$ cat src/rtl/ah_pkg.sv
// ah_pkg: shared definitions for the Nios summing accelerator blocks
// (sum unit, go-latch and read master wrappers).
//   state_t      : sum unit FSM states
//   LEN_W        : width of the byte-length field programmed by Nios
//   DATA_W_DEF   : default buffer word width
//   ACC_W_DEF    : default accumulator / result width
//   words_of()   : byte length -> 16-bit word count (odd trailing byte dropped)
package ah_pkg;

  localparam int LEN_W      = 22;
  localparam int DATA_W_DEF = 16;
  localparam int ACC_W_DEF  = 32;

  typedef enum logic [1:0] {
    IDLE,
    RUN,
    WAIT,
    DONE
  } state_t;

  // Result is kept LEN_W wide so every bit of the length field is consumed.
  function automatic logic [LEN_W-1:0] words_of(input logic [LEN_W-1:0] len);
    return len >> 1;
  endfunction

endpackage

$ cat src/rtl/ah_sum_datapath.sv
// ah_sum_datapath: word extension, adder, overflow detection and the
// accumulator register for the summing unit.
//   clk, rst_n : clock, asynchronous active-low reset
//   clear      : zero acc and overflow (takes priority over add)
//   add        : acc += ext(data), overflow accumulates stickily
//   data       : buffer word to add
//   acc        : running sum, wraps modulo 2^ACC_W
//   overflow   : sticky overflow since the last clear
module ah_sum_datapath #(
  parameter int DATA_W      = 16,
  parameter int ACC_W       = 32,
  parameter int SIGNED_DATA = 0
) (
  input  logic              clk,
  input  logic              rst_n,
  input  logic              clear,
  input  logic              add,
  input  logic [DATA_W-1:0] data,
  output logic [ACC_W-1:0]  acc,
  output logic              overflow
);

  logic [ACC_W-1:0] ext;
  logic [ACC_W:0]   sum_w;
  logic             ovf_step;

  always_comb begin
    ext = '0;
    if (SIGNED_DATA != 0)
      ext = {{(ACC_W-DATA_W){data[DATA_W-1]}}, data};
    else
      ext = {{(ACC_W-DATA_W){1'b0}}, data};
  end

  assign sum_w = {1'b0, acc} + {1'b0, ext};

  always_comb begin
    ovf_step = 1'b0;
    if (SIGNED_DATA != 0)
      ovf_step = (acc[ACC_W-1] == ext[ACC_W-1]) && (sum_w[ACC_W-1] != acc[ACC_W-1]);
    else
      ovf_step = sum_w[ACC_W];
  end

  always_ff @(posedge clk or negedge rst_n) begin
    if (!rst_n) begin
      acc      <= '0;
      overflow <= 1'b0;
    end else if (clear) begin
      acc      <= '0;
      overflow <= 1'b0;
    end else if (add) begin
      acc      <= sum_w[ACC_W-1:0];
      overflow <= overflow | ovf_step;
    end
  end

endmodule

$ cat src/rtl/ah_sum_unit.sv
// ah_sum_unit: pops words from the read master's show-ahead FIFO, sums them
// and pulses sum_done once the word count is consumed and the master is done.
//   clk, rst_n     : clock, asynchronous active-low reset
//   start          : one-cycle request pulse (ignored outside IDLE)
//   length         : transfer length in bytes, sampled on start
//   buffer_data    : FIFO head word, valid while data_available=1
//   data_available : FIFO non-empty
//   read_buffer    : combinational pop strobe
//   master_done    : read master completion (level or pulse)
//   sum_result     : last completed sum, held until the next completion
//   sum_done       : one-cycle pulse coincident with a new sum_result
//   busy           : high in every state except IDLE
//   overflow       : sticky overflow of the last/current sum
module ah_sum_unit
  import ah_pkg::*;
#(
  parameter int DATA_W      = DATA_W_DEF,
  parameter int ACC_W       = ACC_W_DEF,
  parameter int SIGNED_DATA = 0
) (
  input  logic              clk,
  input  logic              rst_n,
  input  logic              start,
  input  logic [LEN_W-1:0]  length,
  input  logic [DATA_W-1:0] buffer_data,
  input  logic              data_available,
  output logic              read_buffer,
  input  logic              master_done,
  output logic [ACC_W-1:0]  sum_result,
  output logic              sum_done,
  output logic              busy,
  output logic              overflow
);

  state_t           state, state_next;
  logic [LEN_W-1:0] remaining;
  logic [LEN_W-1:0] words;
  logic             done_seen;
  logic             acc_clear;
  logic             acc_add;
  logic             load_result;
  logic [ACC_W-1:0] acc;

  assign words = words_of(length);
  assign busy  = (state != IDLE);

  always_ff @(posedge clk or negedge rst_n) begin
    if (!rst_n) state <= IDLE;
    else        state <= state_next;
  end

  always_comb begin
    state_next  = state;
    read_buffer = 1'b0;
    acc_clear   = 1'b0;
    acc_add     = 1'b0;
    load_result = 1'b0;
    sum_done    = 1'b0;
    unique case (state)
      IDLE: begin
        if (start) begin
          acc_clear  = 1'b1;
          state_next = (words == '0) ? WAIT : RUN;
        end
      end
      RUN: begin
        read_buffer = data_available && (remaining != '0);
        acc_add     = read_buffer;
        if (read_buffer && (remaining == LEN_W'(1)))
          state_next = WAIT;
      end
      WAIT: begin
        if (done_seen || master_done) begin
          load_result = 1'b1;
          state_next  = DONE;
        end
      end
      DONE: begin
        sum_done   = 1'b1;
        state_next = IDLE;
      end
      default: state_next = IDLE;
    endcase
  end

  always_ff @(posedge clk or negedge rst_n) begin
    if (!rst_n) begin
      remaining <= '0;
      done_seen <= 1'b0;
    end else begin
      if (state == IDLE && start) begin
        remaining <= words;
        done_seen <= 1'b0;
      end else if (state == RUN) begin
        if (read_buffer) remaining <= remaining - LEN_W'(1);
        if (master_done) done_seen <= 1'b1;
      end
    end
  end

  // Result is captured on the WAIT->DONE edge so the new value is already
  // visible during the DONE cycle, coincident with sum_done.
  always_ff @(posedge clk or negedge rst_n) begin
    if (!rst_n)           sum_result <= '0;
    else if (load_result) sum_result <= acc;
  end

  ah_sum_datapath #(
    .DATA_W      (DATA_W),
    .ACC_W       (ACC_W),
    .SIGNED_DATA (SIGNED_DATA)
  ) u_datapath (
    .clk      (clk),
    .rst_n    (rst_n),
    .clear    (acc_clear),
    .add      (acc_add),
    .data     (buffer_data),
    .acc      (acc),
    .overflow (overflow)
  );

endmodule

$ cat config.mk
export PLATFORM = sky130hd
export DESIGN_NAME = ah_sum_unit
export DESIGN_NICKNAME = d
export VERILOG_FILES = /design/src/rtl/ah_pkg.sv /design/src/rtl/ah_sum_datapath.sv /design/src/rtl/ah_sum_unit.sv
export SDC_FILE = /design/constraint.sdc
export NUM_CORES = 1
export LEC_CHECK = 0
export ABC_CLOCK_PERIOD_IN_PS = 5500
export CORE_MARGIN = 2
export CORE_UTILIZATION = 54
export DETAILED_ROUTE_END_ITERATION = 10
export PLACE_DENSITY_LB_ADDON = 0.2
export SLEW_MARGIN = 20
export SYNTH_ARGS = -nofsm -noshare
export SYNTH_HDL_FRONTEND = slang
export SYNTH_HIERARCHICAL = 1
export SYNTH_SLANG_ARGS = --single-unit
$ cat constraint.sdc
create_clock -name clk -period 5.5 [get_ports clk]
set_clock_uncertainty 0.05 [all_clocks]
set_input_delay 0.825 -clock clk [delete_from_list [all_inputs] [get_ports clk]]
set_output_delay 0.825 -clock clk [all_outputs]
set_load 0.01 [all_outputs]
==> flow_metrics.py, run 1 <==
metrics = {
    "grt": {
        "grt_pass1_wl_um": 19400,
        "grt.total_usage_pct": 23.3,
        "grt_start_max_net_pins": 72,
        "grt_remaining_overflow": 0,
        "grt_pass1_vias": 4186,
        "antenna_found_initial": 0,
    },
    "timing": {
        "period_needed_ns": 4.11,
        "setup_viol_count_final": 0,
        "fin_crit_sh_pct": 74.7,
        "max_freq_mhz": 243,
        "rsz0062_at_grt": "no",
        "setup_ws_ns": 1.39,
        "final_hold_viol_count": 0,
        "max_slew_margin_pct": 53.8,
        "slew_violations": 0,
        "timing.setup.tns_ns": 0,
        "worst_slew_pin_slew_ns": 0.692,
    },
    "die": {
        "die_area_sq_um": 10500,
        "rows": 35,
        "ioPinCount": 79,
        "die-width_um": 102,
        "core_sq_um": 9330,
        "die-height_um": 102,
        "initial_utilization_pct": 56.0,
    },
    "cts": {
        "cts_hold_buffers": 0,
        "ctsResizeCount": 0,
        "cts_made_buffers": 9,
        "clock_sinks": 90,
        "clk-insertion-delay-late_ns": 0.37,
        "cts_max_level": 3,
        "root_buffer": "clkbuf_8",
        "postCtsSetupBuffers": 0,
        "path_clk_slew_ns": 0.09,
        "cts_tree": "built",
        "clockBufferDepth": 2,
    },
    "drt": {
        "wl_per_cell_um": 16.1,
        "vias_per_cell": 5.81,
        "drt_iter0_drc": 205,
        "wirelength_um": 11700,
        "post-route-drc-count": 0,
        "final_antenna_net_count": 0,
        "vias": 4224,
        "firstDrtPassIters": 4,
    },
    "critical_path": {
        "cp.required_ns": 4.62,
        "crit_chain": "inv_1 -> ha_1 -> nor3b_1 -> nor3b_2 -> a21oi_4 -> buf_4 -> clkdlybuf4s50_1",
        "max_stage_delay_ns": 0.64,
        "end_kind": "output port",
        "startpoint_type": "flip-flop",
        "arrival_ns": 3.23,
        "critPathMaxFanout": 34,
        "r2r_setup_slack_ns": 2.01,
        "critical_path_class": "reg2out",
        "cp_slowest_cell": "nor3b_2",
    },
    "yosys": {
        "async_reset_ff_share_pct": 100,
        "syn_inst": 519,
        "syn_avg_cell_area_sq_um": 10.1,
        "ys_ff_latch": 90,
        "yosysWarnings": 6,
        "ys_seq_area_share_pct": 43.1,
        "netlist.area_leader.share_pct": 43.1,
        "syn_area_sq_um": 5230,
        "synth-edff-count": 0,
        "synth_nets": 586,
        "synth_top_area_cell": "dfrtp_1",
        "synth.area.top_cells": "dfrtp_1 (43%), mux2_2 (8.0%), ha_1 (5.5%), xnor2_1 (4.4%), nor2_1 (3.4%)",
        "synth_flop_cell": "dfrtp_1",
        "synth_cell_type_count": 67,
    },
    "placement": {
        "place_ws_ns": 1.65,
        "dp_hpwl_um": 8330,
        "dp_cells": 710,
        "port_buffers": 77,
        "globalplace.congestion": 0.892,
    },
    "finish": {
        "n_fill_cell": 742,
        "nets": 660,
        "diodes": 0,
        "stdcell_count": 727,
        "drive_gt1_share_pct": 13.4,
        "final_util_pct": 68.4,
        "syn2layout_area_growth_pct": 22.2,
    },
    "run": {
        "drv_cap": 0,
    },
    "pwr": {
        "total_power_w": 0.00276,
        "ir_drop_v": 0.000225,
        "p_leak_nw": 2.77,
        "powerDensity_nw_per_um2": 432,
    },
    "run_status": {
        "status": "finished, final reports clean",
    },
    "worst_hold_path": {
        "hold_class": "in2async",
    },
}
worst paths after layout:
check,depth (start not counted),to,startpoint
max in group asynchronous,2,sum_result[15],rst_n
min in group clk,1,sum_result[29],sum_result[29]
worst max-delay path,7,read_buffer,remaining[0]
worst min register to register,1,sum_result[29],sum_result[29]
worst min-delay path,1,remaining[4],rst_n
worst max register to register,10,u_datapath/acc[30],remaining[0]
synthesized netlist by cell type (all sizes together), types with 14 or more instances:
master,count
dfrtp,90
nor2,48
mux2,40
nand2,36
a21oi,31
o21ai,26
xnor2,26
ha,23
inv,19
nand3,17
mux2i,15
clkbuf,14
flip-flops by register name, summed over array words and instances, names as in the netlist:
name and count:
done_seen 1, u_datapath/acc 32, u_datapath/overflow 1, sum_result 32, state 2, remaining 22
metrics by stage:
| stage | cell area [sq um] | hold slack [ns] |
|---|---|---|
| 2_1_floorplan | 5230 | 0.435 |
| 3_3_place_gp | 6130 | 0.437 |
| 3_5_place_dp | 6130 | 0.443 |
| 4_1_cts | 6360 | 0.384 |
| 5_1_grt | 6380 | 0.413 |
| 6_report | 6380 | 0.372 |
layer usage:
layer	share of wire, %	vias up	routed length (um)	track usage (%)
met3	5.6	23	652	4.72
met2	48	134	5640	38.9
met4	1.8	0	208	7.90
met5	0	-	0	0
met1	44	2042	5200	30.6
li1	-	2025	-	-
final cells by class:
type / count / area [sq um] / area share, %
clock inverters: 6 / 97.6 / 1.53
inverters: 19 / 71.3 / 1.12
clock buffers: 10 / 128 / 2.00
flip-flops and latches: 90 / 2250 / 35.3
well taps: 129 / 161 / 2.53
multi-input cells: 392 / 2860 / 44.7
repair buffers: 81 / 818 / 12.8
power by group:
group	leakage, nW	internal [W]	total (W)	switching [W]
clock	0.113	0.000263	0.000513	0.000250
sequential	1.18	0.000854	0.00103	0.000173
combinational	1.47	0.000583	0.00122	0.000636
total	2.77	0.00170	0.00276	0.00106
logic make-up (layout without fill, tap and decap cells):
kind of cell	count (synthesis)	after routing	synth area share [%]
buffers and inverters	37	116	2.68
DFF	90	90	43.1
muxes	55	55	11.5
xor gates and xnor gates	32	32	5.36
AOI/OAI and AO/OA	109	109	14.1
adders and majority gates	24	24	5.89
and+or+nand+nor	172	172	17.4
worst max-delay path, delay by kind of cell (launching register included):
kind            cells  cell delay (ns)
fa+ha+maj           1             0.21
compound gates      1             0.10
flops               1             0.44
simple gates        2             1.21
buf+inv             3             0.91
placed cells by master, fill, tap and decap left out, types with 15 or more instances in the layout:
master	instances
nand2_1	36
nor2_1	47
o21ai_0	20
dfrtp_1	90
clkdlybuf4s50_1	76
ha_1	23
mux2i_1	15
a21oi_1	29
xnor2_1	26
nand3_1	17
inv_1	18
mux2_2	37
Power figures use the tool's default switching activity.
==> run 2, diff against run 1 <==
--- a/config.mk
+++ b/config.mk
@@ -5,7 +5,7 @@
 export SDC_FILE = /design/constraint.sdc
 export NUM_CORES = 1
 export LEC_CHECK = 0
-export ABC_CLOCK_PERIOD_IN_PS = 5500
+export ABC_CLOCK_PERIOD_IN_PS = 4050
 export CORE_MARGIN = 2
 export CORE_UTILIZATION = 54
 export DETAILED_ROUTE_END_ITERATION = 10
==> constraint.sdc (replaced) <==
create_clock -name clk -period 4.05 [get_ports clk]
set_clock_uncertainty 0.05 [all_clocks]
set_input_delay 0.6075 -clock clk [delete_from_list [all_inputs] [get_ports clk]]
set_output_delay 0.6075 -clock clk [all_outputs]
set_load 0.01 [all_outputs]
==> run 2 against run 1 <==
Against the previous run: flip-flop and latch count stayed put; sequential share of layout area is 0.35 points higher; critical path type unchanged; non-clock buffer count is 2 higher.
==> flow_metrics.py, run 2 (same netlist as run 1, synthesis figures left out) <==
metrics = {
    "run_status": {
        "status": "finished, final reports clean",
    },
    "critical_path": {
        "crit_chain": "or4_1 -> nor4b_4 -> a21oi_4 -> clkdlybuf4s50_1",
        "cp_slowest_cell": "or4_1",
        "arrival_ns": 2.74,
        "crit_family": "simple AND/OR/NAND/NOR gates",
        "path_buf_inv": 1,
        "startpoint_type": "flip-flop",
        "critical_path_class": "reg2out",
        "end_kind": "output port",
        "critPathMaxFanout": 15,
        "cp.required_ns": 3.39,
        "max_stage_delay_ns": 0.67,
    },
    "finish": {
        "stdcell_count": 726,
        "multiInputGateArea_sq_um": 2860,
        "final_cell_mix": "dfrtp_1 (90), clkdlybuf4s50_1 (76), nor2_1 (47), mux2_2 (37), nand2_1 (36)",
        "diodes": 0,
        "nets": 662,
        "final_common_cell": "dfrtp_1",
        "syn2layout_area_growth_pct": 21.0,
        "drive_gt1_share_pct": 13.2,
        "n_fill_cell": 749,
        "top_regs": "sum_result (32), u_datapath/acc (32), remaining (22)",
        "regArea_sq_um": 2250,
    },
    "cts": {
        "clk-insertion-delay-late_ns": 0.36,
        "path_clk_slew_ns": 0.08,
        "clockBufferDepth": 2,
        "ctsResizeCount": 0,
        "cts_made_buffers": 9,
        "root_buffer": "clkbuf_8",
        "clock_sinks": 90,
        "cts_hold_buffers": 0,
        "cts_tree": "built",
        "postCtsSetupBuffers": 0,
        "cts_max_level": 3,
    },
    "placement": {
        "globalplace.congestion": 0.862,
        "port_buffers": 77,
        "dp_hpwl_um": 8360,
        "dp_cells": 712,
    },
    "pwr": {
        "p_sw_w": 0.00139,
        "swShare_pct": 39.1,
        "p_leak_nw": 2.73,
        "powerDensity_nw_per_um2": 563,
        "pwr-share-comb_pct": 46.3,
        "sequentialPowerShare_pct": 39.3,
        "internal_power_w": 0.00217,
        "clock_power_share_pct": 14.4,
        "ir_drop_v": 0.000354,
    },
    "die": {
        "core_sq_um": 9330,
        "rows": 35,
        "initial_utilization_pct": 56.0,
        "die-height_um": 102,
        "die-width_um": 102,
        "die_area_sq_um": 10500,
        "ioPinCount": 79,
    },
    "timing": {
        "timing.setup.tns_ns": 0,
        "max_slew_margin_pct": 43.3,
        "worst_slew_pin_slew_ns": 0.850,
        "final_hold_viol_count": 0,
        "setup_viol_count_final": 0,
        "rsz0062_at_grt": "no",
        "slew_violations": 0,
        "period_needed_ns": 3.40,
        "fin_crit_sh_pct": 84.0,
        "max_freq_mhz": 294,
    },
    "grt": {
        "grt_pass1_vias": 4195,
        "antenna_found_initial": 0,
        "grt.total_usage_pct": 23.1,
        "grt_start_max_net_pins": 70,
        "grt_remaining_overflow": 0,
        "grt_pass1_wl_um": 19100,
    },
    "worst_hold_path": {
        "hold_class": "in2async",
    },
    "drt": {
        "final_antenna_net_count": 0,
        "firstDrtPassIters": 4,
        "drt_iter0_drc": 194,
        "vias": 4154,
        "wl_per_cell_um": 15.8,
        "post-route-drc-count": 0,
        "wirelength_um": 11500,
        "vias_per_cell": 5.72,
    },
    "run": {
        "drv_cap": 0,
    },
}
-- run 2: per-stage QoR --
step                setup slack, ns  util (%)  power (W)  hold WS (ns)  instance area (sq um)
detailed placement            0.428      65.9    0.00303         0.441                   6150
global placement              0.459      65.9    0.00296         0.438                   6150
floorplan                      1.22         -    0.00250         0.262                   5230
global route                  0.522      67.8    0.00382         0.377                   6320
finish                        0.649      67.8    0.00356         0.283                   6320
CTS                           0.173      67.5    0.00356         0.329                   6290
-- run 2: worst paths after layout --
kind	start	end	slack, ns	cells after the start
worst min-delay path	rst_n	remaining[5]	0.28	1
worst max register to register	remaining[0]	u_datapath/acc[28]	0.90	10
worst max-delay path	remaining[14]	read_buffer	0.65	4
worst min register to register	sum_result[4]	sum_result[4]	0.46	1
min in group clk	sum_result[4]	sum_result[4]	0.46	1
max in group asynchronous	rst_n	sum_result[3]	2.84	2
-- run 2: final cells by class --
cell class / count / share of cell area, %
Sequential cell: 90 / 35.6
Multi-Input combinational cell: 392 / 45.2
Clock buffer: 10 / 2.02
Tap cell: 129 / 2.55
Clock inverter: 3 / 0.317
Timing Repair Buffer: 83 / 13.2
Inverter: 19 / 1.13
-- run 2: metal layers --
metal	wire length, um	share of wire, %	global-route usage, %	vias to the layer above
li1	-	-	-	2022
met1	5210	45	29.3	2011
met2	5630	49	39.6	106
met3	495	4.3	4.58	15
met4	167	1.5	8.10	0
met5	0	0	0	-
-- run 2: power by group through the flow --
stage	logic, W	registers, W	clock network, W
floorplan	0.00112	0.00138	0
global placement	0.00156	0.00140	0
detailed placement	0.00162	0.00141	0
CTS	0.00163	0.00140	0.000537
global route	0.00182	0.00144	0.000568
finish	0.00165	0.00140	0.000514
==> run 3, diff against run 2 <==
--- a/config.mk
+++ b/config.mk
@@ -5,7 +5,7 @@
 export SDC_FILE = /design/constraint.sdc
 export NUM_CORES = 1
 export LEC_CHECK = 0
-export ABC_CLOCK_PERIOD_IN_PS = 4050
+export ABC_CLOCK_PERIOD_IN_PS = 3200
 export CORE_MARGIN = 2
 export CORE_UTILIZATION = 54
 export DETAILED_ROUTE_END_ITERATION = 10
==> constraint.sdc (replaced) <==
create_clock -name clk -period 3.2 [get_ports clk]
set_clock_uncertainty 0.05 [all_clocks]
set_input_delay 0.48 -clock clk [delete_from_list [all_inputs] [get_ports clk]]
set_output_delay 0.48 -clock clk [all_outputs]
set_load 0.01 [all_outputs]
==> run 3 against run 2 <==
Against the previous run: cell count rose by 2.3%; combinational power rose by 30%; via count rose by 5.1%; clock power rose by 51%; global-route usage rose by 1.5 points; critical endpoint unchanged; critical path type unchanged; worst hold slack got worse by 0.27 ns; register-to-register slack got worse by 0.58 ns; critical path depth did not move; largest cell class unchanged.
==> flow_metrics.py, run 3 (same netlist as run 1, synthesis figures left out) <==
metrics = {
    "run_status": {
        "status": "finished, final reports clean",
    },
    "timing": {
        "timing.setup.tns_ns": 0,
        "fin_crit_sh_pct": 95.8,
        "slew_violations": 0,
        "setup_ws_ns": 0.134,
        "final_hold_viol_count": 0,
        "max_freq_mhz": 326,
        "period_needed_ns": 3.07,
        "max_slew_margin_pct": 57.6,
        "worst_slew_pin_slew_ns": 0.633,
        "rsz0062_at_grt": "no",
        "setup_viol_count_final": 0,
    },
    "grt": {
        "grt.total_usage_pct": 24.6,
        "grt_pass1_wl_um": 20400,
        "grt_pass1_vias": 4309,
        "grt_start_max_net_pins": 41,
        "grt_remaining_overflow": 0,
        "antenna_found_initial": 0,
    },
    "critical_path": {
        "reg2reg_depth": 10,
        "arrival_ns": 2.54,
        "critPathMaxFanout": 5,
        "startpoint_type": "flip-flop",
        "cp.required_ns": 2.67,
        "critical_path_class": "reg2out",
        "end_kind": "output port",
    },
    "cts": {
        "clk-insertion-delay-late_ns": 0.37,
        "path_clk_slew_ns": 0.10,
        "cts_hold_buffers": 0,
        "cts_max_level": 3,
        "postCtsSetupBuffers": 0,
        "ctsResizeCount": 0,
        "clockBufferDepth": 2,
        "cts_made_buffers": 9,
        "cts_tree": "built",
        "root_buffer": "clkbuf_8",
        "clock_sinks": 90,
    },
    "die": {
        "initial_utilization_pct": 56.0,
        "rows": 35,
        "die-width_um": 102,
        "core_sq_um": 9330,
        "die-height_um": 102,
        "ioPinCount": 79,
        "die_area_sq_um": 10500,
    },
    "drt": {
        "wirelength_um": 12200,
        "vias_per_cell": 5.88,
        "drt_iter0_drc": 189,
        "wl_per_cell_um": 16.4,
        "final_antenna_net_count": 0,
        "post-route-drc-count": 0,
        "vias": 4367,
        "firstDrtPassIters": 5,
    },
    "pwr": {
        "sequentialPowerShare_pct": 37.8,
        "internal_power_w": 0.00282,
        "clock_power_share_pct": 16.5,
        "total_power_w": 0.00470,
        "ir_drop_v": 0.000444,
        "swShare_pct": 40.1,
        "p_leak_nw": 2.83,
        "p_sw_w": 0.00189,
        "powerDensity_nw_per_um2": 727,
        "pwr-share-comb_pct": 45.8,
    },
    "placement": {
        "dpl_cell_area_sq_um": 6260,
        "dp_hpwl_um": 8840,
        "globalplace.congestion": 0.900,
        "port_buffers": 77,
        "place_ws_ns": -0.142,
    },
    "finish": {
        "final_common_cell": "dfrtp_1",
        "drive_gt1_share_pct": 15.8,
        "nets": 676,
        "fin_area_sq_um": 6460,
        "syn2layout_area_growth_pct": 23.7,
        "n_fill_cell": 727,
        "final_cell_mix": "dfrtp_1 (90), clkdlybuf4s50_1 (76), nor2_1 (47), mux2_2 (37), nand2_1 (36)",
        "diodes": 0,
        "top_regs": "sum_result (32), u_datapath/acc (32), remaining (22)",
    },
    "worst_hold_path": {
        "hold_class": "in2async",
    },
    "run": {
        "drv_cap": 0,
    },
}
==> run 3: per-stage QoR <==
| step | hold WS, ns | std cells | util (%) |
|---|---|---|---|
| 5_1_grt | 0.0694 | 743 | 69.3 |
| 2_1_floorplan | 0.134 | 519 | - |
| 3_5_place_dp | 0.440 | 725 | 67.1 |
| 6_report | 0.0180 | 743 | 69.3 |
| 3_3_place_gp | 0.437 | 725 | 67.1 |
| 4_1_cts | 0.0370 | 741 | 69.1 |
==> run 3: path summary, 6_finish.rpt <==
check                               startpoint                 end  slack [ns]
worst max-delay path             remaining[19]         read_buffer        0.13
worst min-delay path                     rst_n        remaining[9]        0.02
worst max register to register    remaining[0]  u_datapath/acc[30]        0.32
worst min register to register  sum_result[25]      sum_result[25]        0.46
max in group asynchronous                rst_n      sum_result[15]        2.33
min in group clk                sum_result[25]      sum_result[25]        0.46
==> run 3: cell type report <==
cell class	instances	area (sq um)	area share, %
sequential	90	2250	34.8
timing repair buffer	97	931	14.4
inverter	19	71.3	1.10
clock buffer	9	124	1.92
tap	129	161	2.50
clock inverter	7	67.6	1.05
multi-input combinational	392	2860	44.2
==> run 3: power groups by stage <==
stage	Combinational, W	Clock [W]	Sequential (W)
after floorplan	0.00142	0	0.00174
after global placement	0.00205	0	0.00177
after detailed placement	0.00212	0	0.00179
after CTS	0.00215	0.000787	0.00177
after global routing	0.00238	0.000843	0.00182
final	0.00215	0.000774	0.00178
==> run 3: per-layer routing <==
layer  up-vias  wire length [um]  GRT usage (%)
li1       2057                 -              -
met1      2153              5430           31.9
met2       139              6000           42.1
met3        18               556           3.35
met4         0               206           9.23
met5         -                 0              0
==> run 3: critical path, cell delays in order (launching register included) <==
cell             delay, ns
dfrtp_1               0.43
or4_1                 0.63
nor4b_4               0.46
a21oi_4               0.14
clkdlybuf4s50_1       0.50
